File: config.mk
export PLATFORM = sky130hd
export DESIGN_NAME = traffic_ctrl_param
export DESIGN_NICKNAME = d
export VERILOG_FILES = /design/src/rtl/traffic_pkg.sv /design/src/rtl/phase_timer.sv /design/src/rtl/traffic_ctrl_param.sv
export SDC_FILE = /design/constraint.sdc
export NUM_CORES = 1
export LEC_CHECK = 0
export ABC_AREA = 1
export CAP_MARGIN = 20
export CORE_MARGIN = 8
export CORE_UTILIZATION = 47
export DETAILED_ROUTE_END_ITERATION = 16
export PLACE_DENSITY = 0.73
export SLEW_MARGIN = 30
export SYNTH_ARGS = -nofsm -noshare
export SYNTH_HDL_FRONTEND = slang
export SYNTH_SLANG_ARGS = --single-unit
File: constraint.sdc
create_clock -name CLK -period 2.2 [get_ports CLK]
set_clock_uncertainty 0.15 [all_clocks]
set_input_delay 0.33 -clock CLK [delete_from_list [all_inputs] [get_ports CLK]]
set_output_delay 0.33 -clock CLK [all_outputs]
set_load 0.01 [all_outputs]
File: src/rtl/traffic_pkg.sv
// traffic_pkg: shared state codes and lamp encodings for the crossing controller.
package traffic_pkg;

    // Code 7 is unused; the controller forces it back to ALLRED2.
    typedef enum logic [2:0] {
        L_GREEN  = 3'd0,
        L_YELLOW = 3'd1,
        ALLRED1  = 3'd2,
        C_GREEN  = 3'd3,
        C_YELLOW = 3'd4,
        ALLRED2  = 3'd5,
        FLASH    = 3'd6,
        ST_ILL   = 3'd7
    } state_t;

    // Lamp encoding {G,Y,R}
    localparam logic [2:0] LAMP_G   = 3'b100;
    localparam logic [2:0] LAMP_Y   = 3'b010;
    localparam logic [2:0] LAMP_R   = 3'b001;
    localparam logic [2:0] LAMP_OFF = 3'b000;

endpackage

File: src/rtl/phase_timer.sv
// phase_timer: elapsed-cycle counter for the current controller phase.
//   i_clk, i_rst_n : clock, async active-low reset (count -> 0)
//   i_clr          : restart from 0 on the next edge (state change)
//   i_wrap         : restart from 0 when the terminal count is reached
//   i_term         : terminal count value
//   o_cnt          : current count
//   o_term         : o_cnt equals i_term
module phase_timer #(
    parameter int TW = 7
) (
    input  logic          i_clk,
    input  logic          i_rst_n,
    input  logic          i_clr,
    input  logic          i_wrap,
    input  logic [TW-1:0] i_term,
    output logic [TW-1:0] o_cnt,
    output logic          o_term
);

    logic [TW-1:0] r_cnt;

    assign o_cnt  = r_cnt;
    assign o_term = (r_cnt == i_term);

    always_ff @(posedge i_clk or negedge i_rst_n) begin
        if (!i_rst_n)
            r_cnt <= '0;
        else if (i_clr || (i_wrap && o_term))
            r_cnt <= '0;
        else
            r_cnt <= r_cnt + 1'b1;
    end

endmodule

File: src/rtl/traffic_ctrl_param.sv
// traffic_ctrl_param: two-road traffic-light controller with configurable
// phase durations, all-red clearance, latched pedestrian request that can
// cut the Lengthway green short, and a night flashing-yellow mode.
//   CLK       : clock, rising edge
//   Rd_       : async active-low reset (enters ALLRED2, Timer=0)
//   Night     : night-mode request, sampled only at the end of all-red phases
//   PedReq    : pedestrian request (pulse or level)
//   Lengthway : lamps {G,Y,R} for the Lengthway road
//   Crosswise : lamps {G,Y,R} for the Crosswise road
//   Timer     : cycles elapsed in the current phase
//   State     : current state code
//   PedAck    : one-cycle pulse on the first C_GREEN cycle when a request is served
module traffic_ctrl_param
    import traffic_pkg::*;
#(
    parameter int TW          = 7,
    parameter int T_GREEN_L   = 60,
    parameter int T_GREEN_C   = 30,
    parameter int T_YELLOW    = 5,
    parameter int T_ALLRED    = 2,
    parameter int T_MIN_GREEN = 15,
    parameter int FLASH_HALF  = 4
) (
    input  logic          CLK,
    input  logic          Rd_,
    input  logic          Night,
    input  logic          PedReq,
    output logic [2:0]    Lengthway,
    output logic [2:0]    Crosswise,
    output logic [TW-1:0] Timer,
    output logic [2:0]    State,
    output logic          PedAck
);

    localparam logic [TW-1:0] TC_GL    = TW'(T_GREEN_L - 1);
    localparam logic [TW-1:0] TC_GC    = TW'(T_GREEN_C - 1);
    localparam logic [TW-1:0] TC_Y     = TW'(T_YELLOW - 1);
    localparam logic [TW-1:0] TC_AR    = TW'(T_ALLRED - 1);
    localparam logic [TW-1:0] TC_MIN   = TW'(T_MIN_GREEN - 1);
    localparam logic [TW-1:0] TC_FLASH = TW'(2 * FLASH_HALF - 1);
    localparam logic [TW-1:0] FH       = TW'(FLASH_HALF);

    state_t        r_state;
    state_t        w_next;
    logic          r_ped;     // latched pedestrian request
    logic          r_served;  // a request was pending when C_GREEN was entered
    logic [TW-1:0] w_term_at;
    logic          w_term;
    logic          w_clr;
    logic          w_flash;
    logic [2:0]    w_flash_lamp;

    // Every transition changes the state code, so a state change is exactly
    // the point where the phase timer must restart.
    assign w_clr   = (w_next != r_state);
    assign w_flash = (r_state == FLASH);

    always_comb begin
        w_term_at = TC_AR;
        case (r_state)
            L_GREEN:  w_term_at = TC_GL;
            L_YELLOW: w_term_at = TC_Y;
            C_GREEN:  w_term_at = TC_GC;
            C_YELLOW: w_term_at = TC_Y;
            FLASH:    w_term_at = TC_FLASH;
            default:  w_term_at = TC_AR;
        endcase
    end

    phase_timer #(.TW(TW)) u_timer (
        .i_clk   (CLK),
        .i_rst_n (Rd_),
        .i_clr   (w_clr),
        .i_wrap  (w_flash),
        .i_term  (w_term_at),
        .o_cnt   (Timer),
        .o_term  (w_term)
    );

    // State register
    always_ff @(posedge CLK or negedge Rd_) begin
        if (!Rd_)
            r_state <= ALLRED2;
        else
            r_state <= w_next;
    end

    // Next-state logic
    always_comb begin
        w_next = r_state;
        case (r_state)
            L_GREEN:  if (w_term || ((r_ped || PedReq) && Timer >= TC_MIN))
                          w_next = L_YELLOW;
            L_YELLOW: if (w_term) w_next = ALLRED1;
            ALLRED1:  if (w_term) w_next = Night ? FLASH : C_GREEN;
            C_GREEN:  if (w_term) w_next = C_YELLOW;
            C_YELLOW: if (w_term) w_next = ALLRED2;
            ALLRED2:  if (w_term) w_next = Night ? FLASH : L_GREEN;
            FLASH:    if (!Night) w_next = ALLRED2;
            default:  w_next = ALLRED2;
        endcase
    end

    // Pedestrian latch: entry into C_GREEN/FLASH wins over a same-cycle
    // request, which is then treated as served by that entry.
    always_ff @(posedge CLK or negedge Rd_) begin
        if (!Rd_) begin
            r_ped    <= 1'b0;
            r_served <= 1'b0;
        end else begin
            if (w_clr && (w_next == C_GREEN || w_next == FLASH))
                r_ped <= 1'b0;
            else if (PedReq && r_state != C_GREEN && r_state != FLASH)
                r_ped <= 1'b1;
            if (w_clr && w_next == C_GREEN)
                r_served <= r_ped | PedReq;
        end
    end

    // Output decode from registered state only
    assign w_flash_lamp = (Timer < FH) ? LAMP_Y : LAMP_OFF;

    always_comb begin
        Lengthway = LAMP_R;
        Crosswise = LAMP_R;
        case (r_state)
            L_GREEN:  Lengthway = LAMP_G;
            L_YELLOW: Lengthway = LAMP_Y;
            C_GREEN:  Crosswise = LAMP_G;
            C_YELLOW: Crosswise = LAMP_Y;
            FLASH: begin
                Lengthway = w_flash_lamp;
                Crosswise = w_flash_lamp;
            end
            default: ;
        endcase
    end

    assign State  = r_state;
    assign PedAck = (r_state == C_GREEN) && (Timer == '0) && r_served;

endmodule

==> impl_metrics.sql, run 1 <==
INSERT INTO impl_metrics (metric_group, metric, value, unit) VALUES
('finish', 'antenna_cells', '0', ''),
('placement', 'preCtsSetupSlack', '-0.1792', 'ns'),
('logic_synthesis', 'synth.net_count', '172', ''),
('routing', 'drcViolationCount', '0', ''),
('floorplanning', 'rows', '18', ''),
('finish', 'finalInstanceArea', '0.001968', 'sq mm'),
('timing', 'final_number_of_setup_violating_endpoints', '10', ''),
('setup_path', 'worstPathMaxFanout', '7', ''),
('finish', 'area_delta_synth_final', '62.00', '%'),
('logic_synthesis', 'synth_largest_area_cell', 'dfrtp_1', ''),
('placement', 'dp.final_hpwl', '2649', 'microns'),
('routing', 'dr.pass1.iters', '5', ''),
('worst_hold_path', 'classification_of_the_worst_slack_hold_path', 'input pin to asynchronous set/reset pin', ''),
('logic_synthesis', 'syn-mean-instance-area', '7.363', 'sq um'),
('clocking', 'post_cts_hold_buffer_count', '0', ''),
('setup_path', 'timing.critical_path.arrival', '2.54', 'ns'),
('logic_synthesis', 'yosys_warnings', '0', ''),
('routing', 'wire_per_inst', '17.09', 'microns'),
('flow_run', 'cap_violations', '0', ''),
('placement', 'dpl.cell_count', '235', ''),
('finish', 'drive_above_1_share', '0.5357', ''),
('global_route', 'vias_in_the_first_global_route', '1241', ''),
('global_route', 'grt_antenna_before_repair', '0', ''),
('power', 'max-vdd-ir-drop', '1243', 'uV'),
('logic_synthesis', 'total_of_flip_flops_plus_latches_after_synthesis', '12', ''),
('timing', 'timing_hold_violations_final', '0', ''),
('floorplanning', 'effective_utilization_at_floorplan', '0.4949', ''),
('clocking', 'clockRootBuffer', 'clkbuf_4', ''),
('timing', 'tightest_slew', '0.5638', 'ns'),
('global_route', 'track_usage', '0.1598', ''),
('global_route', 'global_route.overflow_total', '0', ''),
('finish', 'num-nets-final', '232', ''),
('timing', 'clock.fmax', '404.8', 'MHz'),
('timing', 'timing.max_slew.rel_slack', '0.6230', ''),
('timing', 'timing.hold.ws', '0.2527', 'ns'),
('timing', 'grt_setup_unrepaired', 'true', ''),
('global_route', 'global_route_wire_length_before_repair', '5582', 'microns'),
('floorplanning', 'floorplan.io_pins', '21', ''),
('timing', 'timing.final.ws_setup', '-0.2702', 'ns'),
('routing', 'drtIter0Drc', '68', ''),
('logic_synthesis', 'synth_cell_types', '30', ''),
('run_status', 'status', 'finished with violations', ''),
('finish', 'layoutNonFillerInstCount', '254', ''),
('clocking', 'tritoncts.num_buffers', '3', ''),
('setup_path', 'timing.critical_path.required', '2.27', 'ns'),
('power', 'p_leak', '0.9718', 'nW'),
('placement', 'globalplace.congestion', '0.9419', ''),
('logic_synthesis', 'ys_seq_area_frac', '0.2492', ''),
('clocking', 'worst_setup_hold_path_clk_slew', '0.08', 'ns'),
('clocking', 'clockBufferDepth', '2', ''),
('clocking', 'tritoncts', 'done', ''),
('timing', 'timing_max_transition_violations_final', '0', ''),
('timing', 'min_period_over_period', '1.123', ''),
('clocking', 'htree_num_levels', '1', ''),
('routing', 'ant_nets', '0', ''),
('routing', 'detail_route.wirelength', '4342', 'microns'),
('logic_synthesis', 'synthDominantCellAreaShare', '0.2060', ''),
('floorplanning', 'floorplan.core_area', '0.002455', 'sq mm'),
('setup_path', 'start_kind', 'flop', ''),
('logic_synthesis', 'synthesis.instances', '165', ''),
('power', 'pwr_density_cell', '1497', 'mW/mm^2'),
('routing', 'vias_per_cell', '5.469', ''),
('logic_synthesis', 'netlist_area', '0.001215', 'sq mm'),
('global_route', 'grt_max_degree', '13', ''),
('routing', 'vias', '1389', ''),
('logic_synthesis', 'yosys-top-cells-area', 'dfrtp_1, nand2_1, inv_1, nand2_2, nand3_1', ''),
('clocking', 'cts.sink_count', '12', ''),
('timing', 'setup_total_negative_slack', '-2.065', 'ns'),
('run_status', 'failing_checks', 'negative setup slack', ''),
('placement', 'post_dp_cell_area', '0.001592', 'sq mm'),
('floorplanning', 'design.die.area', '0.004468', 'sq mm'),
('setup_path', 'setup.worst_path.end_class', 'flop', ''),
('timing', 'final.min_clock_period', '2.470', 'ns'),
('setup_path', 'timing_worst_setup_path_type', 'flop to flop', ''),
('floorplanning', 'chipWidth', '66.84', 'microns'),
('floorplanning', 'die_height', '66.84', 'microns'),
('placement', 'port_buffers', '20', ''),
('clocking', 'clk-insertion-delay-late', '0.28', 'ns');
critical path, cell delays in order, from the launching register on:
cell and delay, ns:
dfstp_2 0.65, buf_6 0.13, nor2_2 0.03, nand2_1 0.10, nand3_2 0.11, nand2_4 0.10, buf_4 0.12, nand3_4 0.11
a21oi_4 0.20, nor2_4 0.06, nand4_1 0.11, nand2_1 0.08, inv_2 0.07, nand4_4 0.20, nor2_2 0.16
cell usage after synthesis:
library cell	count
nand3_1	12
nand4_1	3
dfstp_2	2
o21bai_1	1
nand2_4	1
a31o_2	1
a21oi_1	5
dfrtp_1	10
clkinv_1	2
nor2_2	9
buf_6	3
nor2_8	2
o211ai_1	1
ha_1	3
a21oi_2	1
nand4_4	2
nand2_2	12
nor3_1	3
o2111ai_1	1
xor2_1	3
a31oi_1	1
nand2_1	33
xnor2_1	1
inv_6	2
nand3_2	6
nor2_1	14
inv_1	24
a21boi_1	1
o21ai_0	4
nand3_4	2
where the power goes:
group / leakage (nW) / total, mW / switching (mW) / internal, mW
Combinational: 0.801 / 2.36 / 1.36 / 1.01
Sequential: 0.150 / 0.397 / 0.0993 / 0.298
Clock: 0.0210 / 0.185 / 0.0836 / 0.101
Total: 0.972 / 2.95 / 1.54 / 1.41
final timing paths:
| kind | cells past startpoint | startpoint | slack, ns | to |
|---|---|---|---|---|
| min | 1 | Rd_ | 0.25 | u_timer.o_cnt[1] |
| max | 14 | State[2] | -0.27 | u_timer.o_cnt[5] |
| max reg2reg | 14 | State[2] | -0.27 | u_timer.o_cnt[5] |
| min reg2reg | 2 | r_served | 0.38 | r_served |
| min in group CLK | 2 | r_served | 0.38 | r_served |
| max in group asynchronous | 1 | Rd_ | 1.25 | State[1] |
area by class of cell:
type                    count  area (sq um)
flip-flops and latches     12         304.0
well taps                  30         37.54
repair buffers             58         493.0
inverters                  28         115.1
clock buffers               4         36.28
multi-input cells         122         982.2
fillers                   143         486.7
per-layer routing:
metal	routed length (microns)	global-route usage	vias up
li1	-	-	645
met1	1800	0.1944	663
met2	2172	0.2760	68
met3	253	0.01174	13
met4	115	0.07467	0
met5	0	0	-
sequential cells by signal (all words and copies together), names as in the netlist:
signal         count
u_timer.o_cnt      7
State              3
r_served           1
r_ped              1
placed cells by master (no fill, tap or decap), drive strengths merged:
cell type,instances
dfrtp,10
a21boi,1
inv,28
xnor2,1
ha,3
xor2,3
dfstp,2
nor3,3
o21bai,1
a31oi,1
nor2,25
nand2,46
o2111ai,1
clkdlybuf4s50,12
a21oi,6
a31o,1
clkdlybuf4s15,1
buf,40
o211ai,1
nand4,5
nand3,20
o21ai,4
clkbuf,6
dlygate4sd2,3
stage by stage:
step	power (mW)	utilization
CTS	2.365	0.6840
floorplan	1.518	-
finish	2.946	0.8017
detailed placement	2.111	0.6483
global placement	2.078	0.6483
global route	3.117	0.8017
what timing repair did:
action                                  4_1_cts  5_1_grt
endpoints found under the setup margin       16       14
endpoints found under the hold margin         0        0
gates cloned                                  0        0
pin swaps                                     0       27
setup buffers                                 5       10
resized for setup                            11       70
cells by family (layout without fill, tap and decap cells):
kind of cell	after synthesis	count (layout)	synth area share
xor+xnor	4	4	0.02884
buf+inv	31	90	0.1226
compound gates	16	16	0.08240
flops	12	12	0.2492
simple gates	99	99	0.4861
fa+ha+maj	3	3	0.03090
No activity file was read; power rests on OpenSTA's default activity.
==> inputs of run 2 (changes only) <==
TNS_END_PERCENT = 5   (was default)
==> run 2 against run 1 <==
The flow still finishes with violations (negative setup slack); largest cell class unchanged; clock power barely moved; combinational power fell by 18%; design area fell by 10%; routed wire length fell by 17%; largest power group unchanged; cell count fell by 2.8%.
==> impl_metrics.sql, run 2 (synthesized netlist as in run 1, its figures left out) <==
INSERT INTO impl_metrics (metric_group, metric, value, unit) VALUES
('flow_run', 'cap_violations', '0', ''),
('finish', 'commonest_non_fill_non_tap_cell_in_the_layout', 'nand2_1', ''),
('finish', 'layoutNonFillerInstCount', '247', ''),
('setup_path', 'slowest_delay', '0.66', 'ns'),
('finish', 'area_delta_synth_final', '45.11', '%'),
('setup_path', 'timing_worst_setup_path_type', 'flop to flop', ''),
('global_route', 'grt_antenna_before_repair', '0', ''),
('routing', 'ant_nets', '0', ''),
('power', 'pwr_density_cell', '1421', 'mW/mm^2'),
('finish', 'drive_above_1_share', '0.3917', ''),
('timing', 'min_period_over_period', '1.119', ''),
('setup_path', 'setup.worst_path.end_class', 'flop', ''),
('setup_path', 'reg2reg_slack', '-0.26', 'ns'),
('timing', 'final.min_clock_period', '2.463', 'ns'),
('setup_path', 'ff2ff_path_depth', '15', ''),
('setup_path', 'timing.critical_path.arrival', '2.53', 'ns'),
('floorplanning', 'effective_utilization_at_floorplan', '0.4949', ''),
('power', 'p_seq_frac', '0.157', ''),
('clocking', 'clockRootBuffer', 'clkbuf_4', ''),
('setup_path', 'timing.critical_path.required', '2.27', 'ns'),
('setup_path', 'start_kind', 'flop', ''),
('power', 'p_leak', '0.9468', 'nW'),
('setup_path', 'worstPathMaxFanout', '7', ''),
('floorplanning', 'floorplan.io_pins', '21', ''),
('worst_hold_path', 'classification_of_the_worst_slack_hold_path', 'input pin to asynchronous set/reset pin', ''),
('global_route', 'grt_max_degree', '13', ''),
('timing', 'timing.final.ws_setup', '-0.2628', 'ns'),
('clocking', 'post_cts_hold_buffer_count', '0', ''),
('placement', 'dp.final_hpwl', '2649', 'microns'),
('global_route', 'global_route.overflow_total', '0', ''),
('setup_path', 'r2r-end', 'u_timer.o_cnt[1]', ''),
('power', 'p_comb_frac', '0.769', ''),
('power', 'net-switching-power', '1.276', 'mW'),
('timing', 'timing_hold_violations_final', '0', ''),
('global_route', 'vias_in_the_first_global_route', '1244', ''),
('timing', 'tightest_slew', '0.5569', 'ns'),
('clocking', 'clockBufferDepth', '2', ''),
('timing', 'grt_setup_unrepaired', 'true', ''),
('clocking', 'tritoncts.num_buffers', '3', ''),
('clocking', 'clk-insertion-delay-late', '0.28', 'ns'),
('global_route', 'global_route_wire_length_before_repair', '5561', 'microns'),
('power', 'cellInternalPower', '1.229', 'mW'),
('placement', 'port_buffers', '20', ''),
('global_route', 'track_usage', '0.1591', ''),
('clocking', 'cts.sink_count', '12', ''),
('floorplanning', 'design.die.area', '0.004468', 'sq mm'),
('routing', 'drcViolationCount', '0', ''),
('timing', 'final_number_of_setup_violating_endpoints', '9', ''),
('power', 'max-vdd-ir-drop', '1113', 'uV'),
('run_status', 'failing_checks', 'negative setup slack', ''),
('placement', 'globalplace.congestion', '0.9419', ''),
('timing', 'timing_max_transition_violations_final', '0', ''),
('power', 'clock_power_share', '0.073', ''),
('finish', 'layout_common_cells', 'nand2_1, buf_4, inv_1, nor2_1, nand2_2', ''),
('setup_path', 'regToRegStartpoint', 'State[2]', ''),
('floorplanning', 'die_height', '66.84', 'microns'),
('floorplanning', 'chipWidth', '66.84', 'microns'),
('clocking', 'tritoncts', 'done', ''),
('finish', 'largest_register_ffs', '7', ''),
('routing', 'dr.pass1.iters', '4', ''),
('routing', 'vias', '1267', ''),
('floorplanning', 'rows', '18', ''),
('placement', 'dpl.cell_count', '235', ''),
('finish', 'final.fill_count', '181', ''),
('routing', 'wire_per_inst', '14.57', 'microns'),
('setup_path', 'slowest_stage', 'dfstp_2', ''),
('clocking', 'worst_setup_hold_path_clk_slew', '0.08', 'ns'),
('finish', 'utilization', '0.7181', ''),
('finish', 'antenna_cells', '0', ''),
('clocking', 'htree_num_levels', '1', ''),
('run_status', 'status', 'finished with violations', ''),
('routing', 'detail_route.wirelength', '3599', 'microns'),
('routing', 'vias_per_cell', '5.130', ''),
('setup_path', 'timing.critical_path.cells', 'buf_6 -> nand2_2 -> nand2_4 -> nand3_2 -> nand2_2 -> nand3_4 -> nor2_8 -> nand2_2 -> nand3_4 -> nand2_1 -> nand2_1 -> nand2_1 -> inv_2 -> nand4_4 -> nor2_2', ''),
('finish', 'num-nets-final', '225', ''),
('timing', 'timing.max_slew.rel_slack', '0.6276', ''),
('routing', 'drtIter0Drc', '54', ''),
('timing', 'clock.fmax', '406.0', 'MHz'),
('floorplanning', 'floorplan.core_area', '0.002455', 'sq mm'),
('power', 'power_switching_share', '0.5095', '');
==> run 2: layout make-up <==
class | count | area [sq um] | share of cell area
clock buffer | 4 | 36.28 | 0.02058
inverter | 28 | 115.1 | 0.06529
multi-input combinational | 122 | 828.3 | 0.4698
sequential | 12 | 304.0 | 0.1725
tap | 30 | 37.54 | 0.02129
timing repair buffer | 51 | 441.7 | 0.2505
==> run 2: worst max path at each step <==
| stage | endpoint | start | cells after the start | slack (ns) |
|---|---|---|---|---|
| 4_1_cts | Crosswise[1] | State[2] | 5 | -0.25 |
| 3_5_place_dp | u_timer.o_cnt[4] | State[0] | 11 | -0.18 |
| 3_3_place_gp | u_timer.o_cnt[4] | State[0] | 15 | -0.1 |
| 5_1_grt | u_timer.o_cnt[1] | State[2] | 15 | -0.38 |
| 6_report | u_timer.o_cnt[1] | State[2] | 15 | -0.26 |
| 2_1_floorplan | u_timer.o_cnt[0] | State[0] | 16 | 0.05 |
==> run 2: power groups by stage <==
stage	clock network [mW]	registers, mW	logic, mW
after floorplan	0	0.377	1.14
after global placement	0	0.417	1.66
after detailed placement	0	0.422	1.69
after CTS	0.186	0.385	1.79
after global routing	0.199	0.401	2.08
final	0.184	0.395	1.93
==> run 2: metrics by stage <==
stage | area (sq um) | power, mW | hold WS (ns) | setup WS, ns | setup TNS [ns]
after global routing | 1763 | 2.683 | 0.2838 | -0.3793 | -3.065
after global placement | 1592 | 2.078 | 0.3426 | -0.09792 | -0.7296
final | 1763 | 2.505 | 0.2513 | -0.2628 | -1.960
after CTS | 1664 | 2.356 | 0.2723 | -0.2492 | -1.740
after detailed placement | 1592 | 2.111 | 0.3535 | -0.1792 | -1.347
after floorplan | 1215 | 1.518 | -0.1156 | 0.05224 | 0
==> run 2: routing by layer <==
layer | up-vias | GRT usage | part of all wire
met5 | - | 0 | 0
met3 | 7 | 0.01342 | 0.051
met4 | 0 | 0.07733 | 0.020
li1 | 629 | - | -
met2 | 43 | 0.2700 | 0.49
met1 | 588 | 0.1953 | 0.44
==> run 2: timing repair <==
item | CTS | global route
endpoints found under the setup margin | 16 | 14
pin swaps | 0 | 13
resized for setup | 7 | 23
buffers inserted | 4 | 4
==> run 2: worst max-delay path, delay by kind of cell, from the launching register on <==
kind	cells	cell delay (ns)
buffers and inverters	2	0.20
flip-flops	1	0.66
AND/OR/NAND/NOR	13	1.40
==> inputs of run 3 (changes only) <==
CORE_MARGIN = 1.5   (was 8)
SETUP_SLACK_MARGIN = 0.15   (was default)
==> run 3 against run 2 <==
The flow still finishes with violations (negative setup slack); fmax fell by 0.63%; clock-buffer cell count did not move; sequential share of layout area fell by 0.35 points; clock power fell by 4%; largest power group unchanged.
==> impl_metrics.sql, run 3 (synthesized netlist as in run 1, its figures left out) <==
INSERT INTO impl_metrics (metric_group, metric, value, unit) VALUES
('run_status', 'status', 'finished with violations', ''),
('run_status', 'failing_checks', 'negative setup slack', ''),
('global_route', 'grt_max_degree', '13', ''),
('clocking', 'tritoncts', 'done', ''),
('finish', 'final.fill_count', '185', ''),
('routing', 'wire_per_inst', '15.08', 'microns'),
('routing', 'vias_per_cell', '5.336', ''),
('finish', 'finalInstanceArea', '0.001799', 'sq mm'),
('power', 'pwr_density_cell', '1455', 'mW/mm^2'),
('setup_path', 'start_kind', 'flop', ''),
('floorplanning', 'die_height', '53.84', 'microns'),
('floorplanning', 'effective_utilization_at_floorplan', '0.4949', ''),
('finish', 'utilization', '0.7329', ''),
('routing', 'vias', '1318', ''),
('placement', 'dp.final_hpwl', '2415', 'microns'),
('placement', 'preCtsSetupSlack', '-0.1482', 'ns'),
('finish', 'drive_above_1_share', '0.4332', ''),
('power', 'p_total', '2.619', 'mW'),
('floorplanning', 'rows', '18', ''),
('timing', 'tightest_slew', '0.5688', 'ns'),
('power', 'p_leak', '0.9138', 'nW'),
('finish', 'num-nets-final', '225', ''),
('routing', 'ant_nets', '0', ''),
('routing', 'dr.pass1.iters', '4', ''),
('clocking', 'htree_num_levels', '1', ''),
('setup_path', 'timing_worst_setup_path_type', 'flop to flop', ''),
('timing', 'timing.final.ws_setup', '-0.2784', 'ns'),
('worst_hold_path', 'classification_of_the_worst_slack_hold_path', 'input pin to asynchronous set/reset pin', ''),
('timing', 'timing.hold.ws', '0.2621', 'ns'),
('finish', 'largest_register_ffs', '7', ''),
('clocking', 'post_cts_hold_buffer_count', '0', ''),
('setup_path', 'timing.critical_path.required', '2.26', 'ns'),
('placement', 'post_dp_cell_area', '0.001592', 'sq mm'),
('global_route', 'vias_in_the_first_global_route', '1171', ''),
('floorplanning', 'chipWidth', '53.84', 'microns'),
('placement', 'globalplace.congestion', '0.9116', ''),
('clocking', 'worst_setup_hold_path_clk_slew', '0.08', 'ns'),
('setup_path', 'reg2reg_slack', '-0.28', 'ns'),
('timing', 'setup_total_negative_slack', '-2.037', 'ns'),
('placement', 'dpl.cell_count', '235', ''),
('timing', 'timing_max_transition_violations_final', '0', ''),
('timing', 'timing.max_slew.rel_slack', '0.6196', ''),
('finish', 'layout_common_cells', 'nand2_1, buf_4, inv_1', ''),
('finish', 'area_delta_synth_final', '48.10', '%'),
('floorplanning', 'floorplan.io_pins', '21', ''),
('floorplanning', 'design.die.area', '0.002899', 'sq mm'),
('clocking', 'tritoncts.num_buffers', '3', ''),
('routing', 'drtIter0Drc', '63', ''),
('global_route', 'track_usage', '0.2483', ''),
('clocking', 'clockRootBuffer', 'clkbuf_4', ''),
('setup_path', 'worstPathMaxFanout', '7', ''),
('clocking', 'clk-insertion-delay-late', '0.28', 'ns'),
('global_route', 'global_route_wire_length_before_repair', '5223', 'microns'),
('floorplanning', 'floorplan.core_area', '0.002455', 'sq mm'),
('timing', 'clock.fmax', '403.5', 'MHz'),
('timing', 'timing_hold_violations_final', '0', ''),
('timing', 'grt_setup_unrepaired', 'true', ''),
('clocking', 'clockBufferDepth', '2', ''),
('global_route', 'global_route.overflow_total', '0', ''),
('setup_path', 'setup.worst_path.end_class', 'flop', ''),
('finish', 'commonest_non_fill_non_tap_cell_in_the_layout', 'nand2_1', ''),
('timing', 'final.min_clock_period', '2.478', 'ns'),
('finish', 'layoutNonFillerInstCount', '247', ''),
('setup_path', 'timing.critical_path.arrival', '2.54', 'ns'),
('clocking', 'cts.sink_count', '12', ''),
('routing', 'drcViolationCount', '0', ''),
('finish', 'antenna_cells', '0', ''),
('routing', 'detail_route.wirelength', '3724', 'microns'),
('global_route', 'grt_antenna_before_repair', '0', ''),
('timing', 'final_number_of_setup_violating_endpoints', '9', ''),
('timing', 'min_period_over_period', '1.127', ''),
('placement', 'port_buffers', '20', ''),
('flow_run', 'cap_violations', '0', ''),
('power', 'max-vdd-ir-drop', '1174', 'uV');
## run 3: cell types whose count changed in the layout (fill, tap and decap cells not counted), moves of 2 or more
cell / delta
dlygate4sd2_1: -2
nor2_2: +3
inv_2: +3
buf_6: +2
clkdlybuf4s15_2: +2
dlymetal6s2s_1: -2
nand2_2: -2
buf_4: -3
nor2_1: -3
inv_1: -3
## run 3: area by class of cell
class	instances	area [sq um]	share of cell area
tap	30	37.54	0.02086
sequential	12	304.0	0.1690
multi-input combinational	122	854.6	0.4750
inverter	28	115.1	0.06398
timing repair buffer	51	451.7	0.2510
clock buffer	4	36.28	0.02017
## run 3: timing repair
item,in CTS,in global routing
pin swaps,3,12
resized for setup,20,28
setup endpoints to repair,20,19
buffers inserted,6,2
## run 3: final timing paths
kind                                from          endpoint  depth (start not counted)
worst min register to register  r_served          r_served                          2
worst max-delay path            State[0]  u_timer.o_cnt[1]                         15
max in group asynchronous            Rd_          State[1]                          1
worst max register to register  State[0]  u_timer.o_cnt[1]                         15
worst min-delay path                 Rd_  u_timer.o_cnt[2]                          1
min in group CLK                r_served          r_served                          2
## run 3: routing by layer
metal | up-vias | share of wire | track usage
li1 | 631 | - | -
met1 | 634 | 0.42 | 0.3259
met2 | 47 | 0.53 | 0.4126
met3 | 6 | 0.047 | 0.03611
met4 | 0 | 0.0081 | 0.08547
met5 | - | 0 | 0
## run 3: where the power goes
| part | leakage, nW | total, mW | switching, mW | internal (mW) |
|---|---|---|---|---|
| registers | 0.150 | 0.387 | 0.0889 | 0.298 |
| clock network | 0.0210 | 0.176 | 0.0752 | 0.101 |
| logic | 0.743 | 2.06 | 1.18 | 0.875 |
## run 3: worst max-delay path: stages (launching register included)
cell	delay [ns]
dfstp_2	0.61
buf_6	0.13
inv_6	0.04
nand2_2	0.08
nand2_2	0.08
nand2_2	0.10
nand2_1	0.07
nor2_2	0.12
nand3_4	0.13
a21oi_4	0.22
nor2_4	0.05
nand4_1	0.11
nand2_1	0.09
clkinv_1	0.08
nand4_4	0.19
nor2_2	0.16
